==> config.mk <==
export PLATFORM = sky130hd
export DESIGN_NAME = pktgen_sequencer_flat
export DESIGN_NICKNAME = d
export VERILOG_FILES = /design/src/rtl/pktgen_sequencer_if.sv /design/src/rtl/pktgen_sequencer.sv /design/src/flat_wrapper.sv
export SDC_FILE = /design/constraint.sdc
export NUM_CORES = 1
export LEC_CHECK = 0
export ABC_AREA = 1
export BUFFER_PORTS_ARGS = -buffer_cell sky130_fd_sc_hd__buf_2
export CAP_MARGIN = 20
export CORE_MARGIN = 1.5
export CORE_UTILIZATION = 45
export DETAILED_ROUTE_END_ITERATION = 10
export GPL_TIMING_DRIVEN = 0
export PLACE_DENSITY = 0.76
export SLEW_MARGIN = 5
export SYNTH_ARGS = -nofsm -noshare
export SYNTH_HDL_FRONTEND = slang
export SYNTH_SLANG_ARGS = --single-unit
export TNS_END_PERCENT = 1
==> constraint.sdc <==
create_clock -name clk -period 4.05 [get_ports clk]
set_input_delay 0.6075 -clock clk [delete_from_list [all_inputs] [get_ports clk]]
set_output_delay 0.6075 -clock clk [all_outputs]
set_load 0.03 [all_outputs]
==> src/rtl/pktgen_sequencer_if.sv <==
// ---------------------------------------------------------------------------
// pktgen_sequencer_if
// Job-descriptor command channel into the packet-generator sequencer.
//   cmd_valid   : descriptor present (producer -> sequencer)
//   cmd_ready   : sequencer can accept a descriptor this cycle
//   cmd_length  : bytes per packet
//   cmd_count   : packets in the job
//   cmd_idle    : idle cycles between packets
//   cmd_initial : first data word
// master = descriptor producer, slave = sequencer.
// ---------------------------------------------------------------------------
interface pktgen_sequencer_if;
  logic        cmd_valid;
  logic        cmd_ready;
  logic [15:0] cmd_length;
  logic [15:0] cmd_count;
  logic [15:0] cmd_idle;
  logic [15:0] cmd_initial;

  modport master (
    output cmd_valid, cmd_length, cmd_count, cmd_idle, cmd_initial,
    input  cmd_ready
  );

  modport slave (
    input  cmd_valid, cmd_length, cmd_count, cmd_idle, cmd_initial,
    output cmd_ready
  );
endinterface

==> src/rtl/pktgen_sequencer.sv <==
// ---------------------------------------------------------------------------
// pktgen_sequencer
// Job scheduler in front of the AXI-Stream packet generator. Jobs are queued
// through the command interface; on go they are issued one after another to
// the generator, with a programmable gap between jobs. The generator
// configuration is held stable from pg_start until pg_busy falls.
//
// Ports
//   clk, reset            : single clock, synchronous active-high reset
//   cmd (slave)           : job descriptor valid/ready channel
//   go                    : pulse, start draining the queue (ignored if running)
//   abort                 : pulse, flush queue and stop after current job
//   job_gap               : idle clocks between jobs, sampled at job end
//   pg_packet_length,
//   pg_packet_count,
//   pg_idle_cycles,
//   pg_initial_value      : generator configuration
//   pg_start              : one-cycle start pulse to the generator
//   pg_busy               : generator busy
//   running               : sequencer not idle
//   done_pulse            : high in the first idle cycle after a run
//   jobs_done             : completed + skipped jobs (wrapping)
//   queue_level           : number of queued jobs
// ---------------------------------------------------------------------------
module pktgen_sequencer #(
  parameter int DEPTH = 4
) (
  input  logic                         clk,
  input  logic                         reset,
  pktgen_sequencer_if.slave            cmd,
  input  logic                         go,
  input  logic                         abort,
  input  logic [15:0]                  job_gap,
  output logic [15:0]                  pg_packet_length,
  output logic [15:0]                  pg_packet_count,
  output logic [15:0]                  pg_idle_cycles,
  output logic [15:0]                  pg_initial_value,
  output logic                         pg_start,
  input  logic                         pg_busy,
  output logic                         running,
  output logic                         done_pulse,
  output logic [15:0]                  jobs_done,
  output logic [$clog2(DEPTH+1)-1:0]   queue_level
);

  localparam int AW = $clog2(DEPTH);
  localparam int LW = $clog2(DEPTH + 1);

  typedef struct packed {
    logic [15:0] length;
    logic [15:0] count;
    logic [15:0] idle;
    logic [15:0] init;
  } job_t;

  typedef enum logic [2:0] {
    S_IDLE,
    S_LOAD,
    S_START,
    S_WAIT,
    S_GAP
  } state_t;

  state_t          state, state_next;
  logic            abort_pending, abort_pending_next;
  logic [15:0]     gap_cnt;

  job_t            mem [DEPTH];
  logic [AW-1:0]   wr_ptr, rd_ptr;
  logic [LW-1:0]   level_next;
  job_t            head;
  logic            full, push, pop, skip;

  logic            decide;
  logic            gap_load;
  logic            load_pg;
  logic            jobs_inc;

  // -------------------------------------------------------------------------
  // Job queue
  // -------------------------------------------------------------------------
  assign full          = (queue_level == LW'(DEPTH));
  // Uses the registered level, so a pop at full does not open the port in
  // the same cycle.
  assign cmd.cmd_ready = !full && !abort;
  assign push          = cmd.cmd_valid && cmd.cmd_ready;
  assign pop           = (state == S_LOAD);
  assign head          = mem[rd_ptr];
  assign skip          = (head.length == 16'd0) || (head.count == 16'd0);

  // Level as it will be after this edge; abort flushes everything, and the
  // port is closed during abort so no push can race the flush.
  always_comb begin
    // NOTE: every signal assigned in always_comb gets a default first so no
    // path leaves it unassigned and no latch is inferred.
    level_next = queue_level;
    if (abort) begin
      level_next = '0;
    end else if (push && !pop) begin
      level_next = queue_level + LW'(1);
    end else if (!push && pop) begin
      level_next = queue_level - LW'(1);
    end
  end

  always_ff @(posedge clk) begin
    // NOTE: sequential state uses non-blocking assignments so every register
    // samples pre-edge values regardless of block evaluation order.
    if (reset) begin
      wr_ptr      <= '0;
      rd_ptr      <= '0;
      queue_level <= '0;
    end else begin
      queue_level <= level_next;
      if (abort) begin
        wr_ptr <= '0;
        rd_ptr <= '0;
      end else begin
        if (push) wr_ptr <= wr_ptr + AW'(1);
        if (pop)  rd_ptr <= rd_ptr + AW'(1);
      end
    end
  end

  // NOTE: the storage array is deliberately not reset; the pointers and level
  // define which entries are meaningful, so clearing the data buys nothing.
  always_ff @(posedge clk) begin
    if (push) begin
      mem[wr_ptr] <= '{length: cmd.cmd_length, count: cmd.cmd_count,
                       idle: cmd.cmd_idle, init: cmd.cmd_initial};
    end
  end

  // -------------------------------------------------------------------------
  // Sequencer FSM: next state and strobes
  // -------------------------------------------------------------------------
  always_comb begin
    state_next = state;
    decide     = 1'b0;
    gap_load   = 1'b0;
    load_pg    = 1'b0;
    jobs_inc   = 1'b0;

    unique case (state)
      S_IDLE: begin
        // abort in IDLE only flushes; it wins over a simultaneous go.
        if (!abort && go && (queue_level != '0)) state_next = S_LOAD;
      end
      S_LOAD: begin
        if (skip) begin
          jobs_inc = 1'b1;
          decide   = 1'b1;
        end else begin
          load_pg    = 1'b1;
          state_next = S_START;
        end
      end
      S_START: begin
        // pg_busy is not looked at here; the generator raises it next cycle.
        state_next = S_WAIT;
      end
      S_WAIT: begin
        if (!pg_busy) begin
          jobs_inc = 1'b1;
          decide   = 1'b1;
        end
      end
      S_GAP: begin
        if (abort)                  state_next = S_IDLE;
        else if (gap_cnt == 16'd0)  state_next = S_LOAD;
      end
      default: state_next = S_IDLE;
    endcase

    // End-of-job branch. level_next already reflects this cycle's pop and any
    // abort flush, so an abort arriving right now also ends the run.
    if (decide) begin
      if (abort_pending || (level_next == '0)) begin
        state_next = S_IDLE;
      end else if (job_gap == 16'd0) begin
        state_next = S_LOAD;
      end else begin
        gap_load   = 1'b1;
        state_next = S_GAP;
      end
    end
  end

  // Pending abort lives until the run returns to IDLE.
  always_comb begin
    abort_pending_next = abort_pending;
    if (state_next == S_IDLE)       abort_pending_next = 1'b0;
    else if (abort)                 abort_pending_next = 1'b1;
  end

  // -------------------------------------------------------------------------
  // Sequencer FSM: registers
  // -------------------------------------------------------------------------
  always_ff @(posedge clk) begin
    if (reset) begin
      state         <= S_IDLE;
      abort_pending <= 1'b0;
      gap_cnt       <= '0;
      done_pulse    <= 1'b0;
      jobs_done     <= '0;
    end else begin
      state         <= state_next;
      abort_pending <= abort_pending_next;
      done_pulse    <= (state != S_IDLE) && (state_next == S_IDLE);
      if (jobs_inc) jobs_done <= jobs_done + 16'd1;
      if (gap_load) begin
        gap_cnt <= job_gap - 16'd1;
      end else if ((state == S_GAP) && (gap_cnt != 16'd0)) begin
        gap_cnt <= gap_cnt - 16'd1;
      end
    end
  end

  // Generator configuration only moves on a non-skipped LOAD edge, which
  // keeps it stable through START and the whole busy window.
  always_ff @(posedge clk) begin
    if (reset) begin
      pg_packet_length <= '0;
      pg_packet_count  <= '0;
      pg_idle_cycles   <= '0;
      pg_initial_value <= '0;
    end else if (load_pg) begin
      pg_packet_length <= head.length;
      pg_packet_count  <= head.count;
      pg_idle_cycles   <= head.idle;
      pg_initial_value <= head.init;
    end
  end

  assign pg_start = (state == S_START);
  assign running  = (state != S_IDLE);

endmodule

==> src/flat_wrapper.sv <==
// flat-port wrapper written by rule: the top's interface ports become plain ports
module pktgen_sequencer_flat 
#(
  parameter int DEPTH = 4
)
  (clk, reset, go, abort, job_gap, pg_packet_length, pg_packet_count, pg_idle_cycles, pg_initial_value, pg_start, pg_busy, running, done_pulse, jobs_done, queue_level, cmd_cmd_valid, cmd_cmd_length, cmd_cmd_count, cmd_cmd_idle, cmd_cmd_initial, cmd_cmd_ready);
  pktgen_sequencer_if cmd_i ();
  input  logic clk;
  input  logic reset;
  input  logic go;
  input  logic abort;
  input  logic [15:0] job_gap;
  output logic [15:0] pg_packet_length;
  output logic [15:0] pg_packet_count;
  output logic [15:0] pg_idle_cycles;
  output logic [15:0] pg_initial_value;
  output logic pg_start;
  input  logic pg_busy;
  output logic running;
  output logic done_pulse;
  output logic [15:0] jobs_done;
  output logic [$clog2(DEPTH+1)-1:0] queue_level;
  input wire logic [$bits(cmd_i.cmd_valid)-1:0] cmd_cmd_valid;
  input wire logic [$bits(cmd_i.cmd_length)-1:0] cmd_cmd_length;
  input wire logic [$bits(cmd_i.cmd_count)-1:0] cmd_cmd_count;
  input wire logic [$bits(cmd_i.cmd_idle)-1:0] cmd_cmd_idle;
  input wire logic [$bits(cmd_i.cmd_initial)-1:0] cmd_cmd_initial;
  output wire logic [$bits(cmd_i.cmd_ready)-1:0] cmd_cmd_ready;
  assign cmd_i.cmd_valid = cmd_cmd_valid;
  assign cmd_i.cmd_length = cmd_cmd_length;
  assign cmd_i.cmd_count = cmd_cmd_count;
  assign cmd_i.cmd_idle = cmd_cmd_idle;
  assign cmd_i.cmd_initial = cmd_cmd_initial;
  assign cmd_cmd_ready = cmd_i.cmd_ready;
  pktgen_sequencer #(.DEPTH(DEPTH)) u_core (.clk(clk), .reset(reset), .cmd(cmd_i), .go(go), .abort(abort), .job_gap(job_gap), .pg_packet_length(pg_packet_length), .pg_packet_count(pg_packet_count), .pg_idle_cycles(pg_idle_cycles), .pg_initial_value(pg_initial_value), .pg_start(pg_start), .pg_busy(pg_busy), .running(running), .done_pulse(done_pulse), .jobs_done(jobs_done), .queue_level(queue_level));
endmodule
==> impl_metrics.tcl <==
set metrics [dict create \
    status "complete, no violations" \
    critPathCapture "u_core.gap_cnt[14]" \
    seq_area_sq_um 9890 \
    clk_path_buf_depth 3 \
    finalSetupViolCount 0 \
    reg2reg_depth 23 \
    max_freq_mhz 278 \
    fp.dieW_um 184 \
    drtPass1Iterations 6 \
    holdWs_ps 300 \
    clock-root-buffer "clkbuf_16" \
    dp_hpwl_um 24900 \
    dp_cells 2050 \
    worst_pin_slew_ps 891 \
    end_kind "register" \
    grt_usage 0.216 \
    finalNonFillerCells 2128 \
    fin_skew_ps 20.0 \
    maxCapViolCount 0 \
    routedWlPerCell_um 17.6 \
    fill_cells 2760 \
    hold_buffers 0 \
    yosysSeqAreaShare 0.671 \
    grt_max_degree 28 \
    setup_slack_ps 455 \
    place_area_sq_um 16300 \
    async_flop_share 0 \
    yosysUniqueCellTypes 37 \
    drc 0 \
    ys_warn_count 0 \
    clkTransAtPathRegs_ps 70 \
    dp_slack_ps 589 \
    antenna_found_initial 11 \
    slew_headroom 0.405 \
    final_common_cell "nand2_1" \
    hp-start "cmd_cmd_length[6]" \
    port_buffers 172 \
    vias 11200 \
    rsz0062_at_grt "false" \
    post_cts_resize_count 0 \
    syn-num-nets 1523 \
    fin_nets 1743 \
    fp.coreArea_sq_um 32400 \
    syn_area_sq_um 14700 \
    power.density_nw_per_um2 456 \
    gr-total-overflow 0 \
    io_pins 173 \
    grt_pass1_wl_um 56300 \
    r2r_setup_slack_ps 460 \
    synth_seq_cells 366 \
    die_area_sq_um 33800 \
    first_iter_violations 883 \
    routed_wl_um 37500 \
    r2r_end "u_core.gap_cnt[14]" \
    hold_violations 0 \
    cp.required_ps 4460 \
    die-height_um 184 \
    insertion_delay_ps 520 \
    postSynthAreaPerCell_sq_um 10.3 \
    cts_setup_buffers 0 \
    ir_drop_v 0.000335 \
    syn_to_final_growth_pct 19.5 \
    cts_tree "done" \
    syn_inst 1428 \
    path_class "register to register" \
    multiInputGateArea_sq_um 4160 \
    finalInstanceArea_sq_um 17600 \
    hp-class "input pin to register" \
    critPathArrivalTime_ps 4010 \
    cts_made_buffers 38 \
    drive_gt1_frac 0.173 \
    layout_common_cells "nand2_1, edfxtp_1, buf_2, nor2_1, o21ai_0" \
    post-route-min-period_ps 3590 \
    final_core_util 0.544 \
    worstPathMaxFanout 10 \
    min_period_over_period 0.888 \
    grt_pass1_vias 10500 \
    slew_violations 0 \
    drtAntennaViolNets 0 \
    rows 66 \
    place.gp.congestion 0.878 \
    avgViaCountPerCell 5.26 \
    p_leak_uw 0.00722 \
    start_util 0.455 \
    cp-start-kind "register" \
    cts_max_level 2 \
    synth_edf_count 256 \
    dominantRegCellSynth "edfxtp_1" \
    clkSinkCount 366 \
]
-- where the power goes --
group / total [uW] / switching [uW] / internal [uW]
Combinational: 445 / 314 / 131
Clock: 3470 / 1430 / 2040
Sequential: 4110 / 30.3 / 4080
Total: 8020 / 1770 / 6250
-- critical path, stage by stage (launching register included) --
cell	delay, ps
dfxtp_1	320
inv_2	190
clkbuf_1	490
nand3_1	150
nand2_1	190
nand4_1	120
nor2_1	160
nand2_1	70
nand2_1	170
nand2_1	110
nand2_2	130
buf_6	160
nand3_1	120
nand2_1	150
ha_1	180
nand2_1	100
inv_2	100
nand2_1	80
nor2_1	200
nand2_1	80
nand2_1	60
nand3_1	60
nand2_1	60
inv_1	30
-- worst min path at each step --
stage | endpoint | cells past startpoint
global route | u_core.mem[2][6] | 1
CTS | u_core.mem[0][16] | 1
detailed placement | u_core.jobs_done[15] | 2
finish | u_core.mem[3][54] | 1
global placement | u_core.jobs_done[15] | 2
floorplan | u_core.abort_pending | 2
-- stage by stage --
stage          TNS (ps)  total power (uW)
2_1_floorplan    -80120              4440
3_3_place_gp    -636410              4620
3_5_place_dp          0              4630
4_1_cts               0              8060
5_1_grt               0              8250
6_report              0              8020
-- flip-flops by register name (all words and copies together) (netlist names), named ones only --
name                     count
u_core.queue_level           3
u_core.pg_idle_cycles       16
u_core.state                 3
u_core.pg_packet_length     16
u_core.jobs_done            16
u_core.gap_cnt              16
u_core.rd_ptr                2
u_core.done_pulse            1
u_core.pg_packet_count      16
u_core.abort_pending         1
u_core.mem                 256
u_core.pg_initial_value     16
u_core.wr_ptr                2
-- routing by layer --
layer | global-route usage | vias to the layer above | wire length, um
met2 | 0.363 | 438 | 18000
met4 | 0.0836 | 4 | 1140
met1 | 0.279 | 5306 | 15700
met3 | 0.0380 | 80 | 2610
li1 | - | 5357 | -
met5 | 0 | - | 24
-- Yosys cell counts, drive strengths merged, types with 2 or more instances --
library cell	count	area (sq um)
nand2	290	1100
edfxtp	256	7690
nor2	192	731
o21ai	154	771
nand3	118	601
dfxtp	110	2200
inv	89	334
a21oi	49	245
clkbuf	45	169
o22ai	32	200
buf	29	206
nand4	10	62.6
ha	9	113
nor3	9	50.1
nand3b	7	52.6
a31oi	5	31.3
nor4	5	31.3
nor3b	4	30.0
o211ai	3	22.5
o21bai	3	22.5
a211oi	2	15.0
-- cells by family (layout without fill, tap and decap cells) --
group	after synthesis	after routing	synth area share
AOI/OAI and AO/OA	250	250	0.0900
xor gates and xnor gates	2	2	0.00119
adders and majority gates	9	9	0.00765
buffers and inverters	164	414	0.0484
DFF	366	366	0.671
other	0	8	0
and+or+nand+nor	637	637	0.181
-- cell type report --
cell class              instances  share of cell area
flip-flops and latches        366               0.562
repair buffers                180              0.0584
diodes                          8             0.00114
well taps                     442              0.0314
inverters                      90              0.0192
clock buffers                  53              0.0625
clock inverters                17             0.00817
plain buffers                  74              0.0213
multi-input cells             898               0.236
No activity file was read; power rests on OpenSTA's default activity.
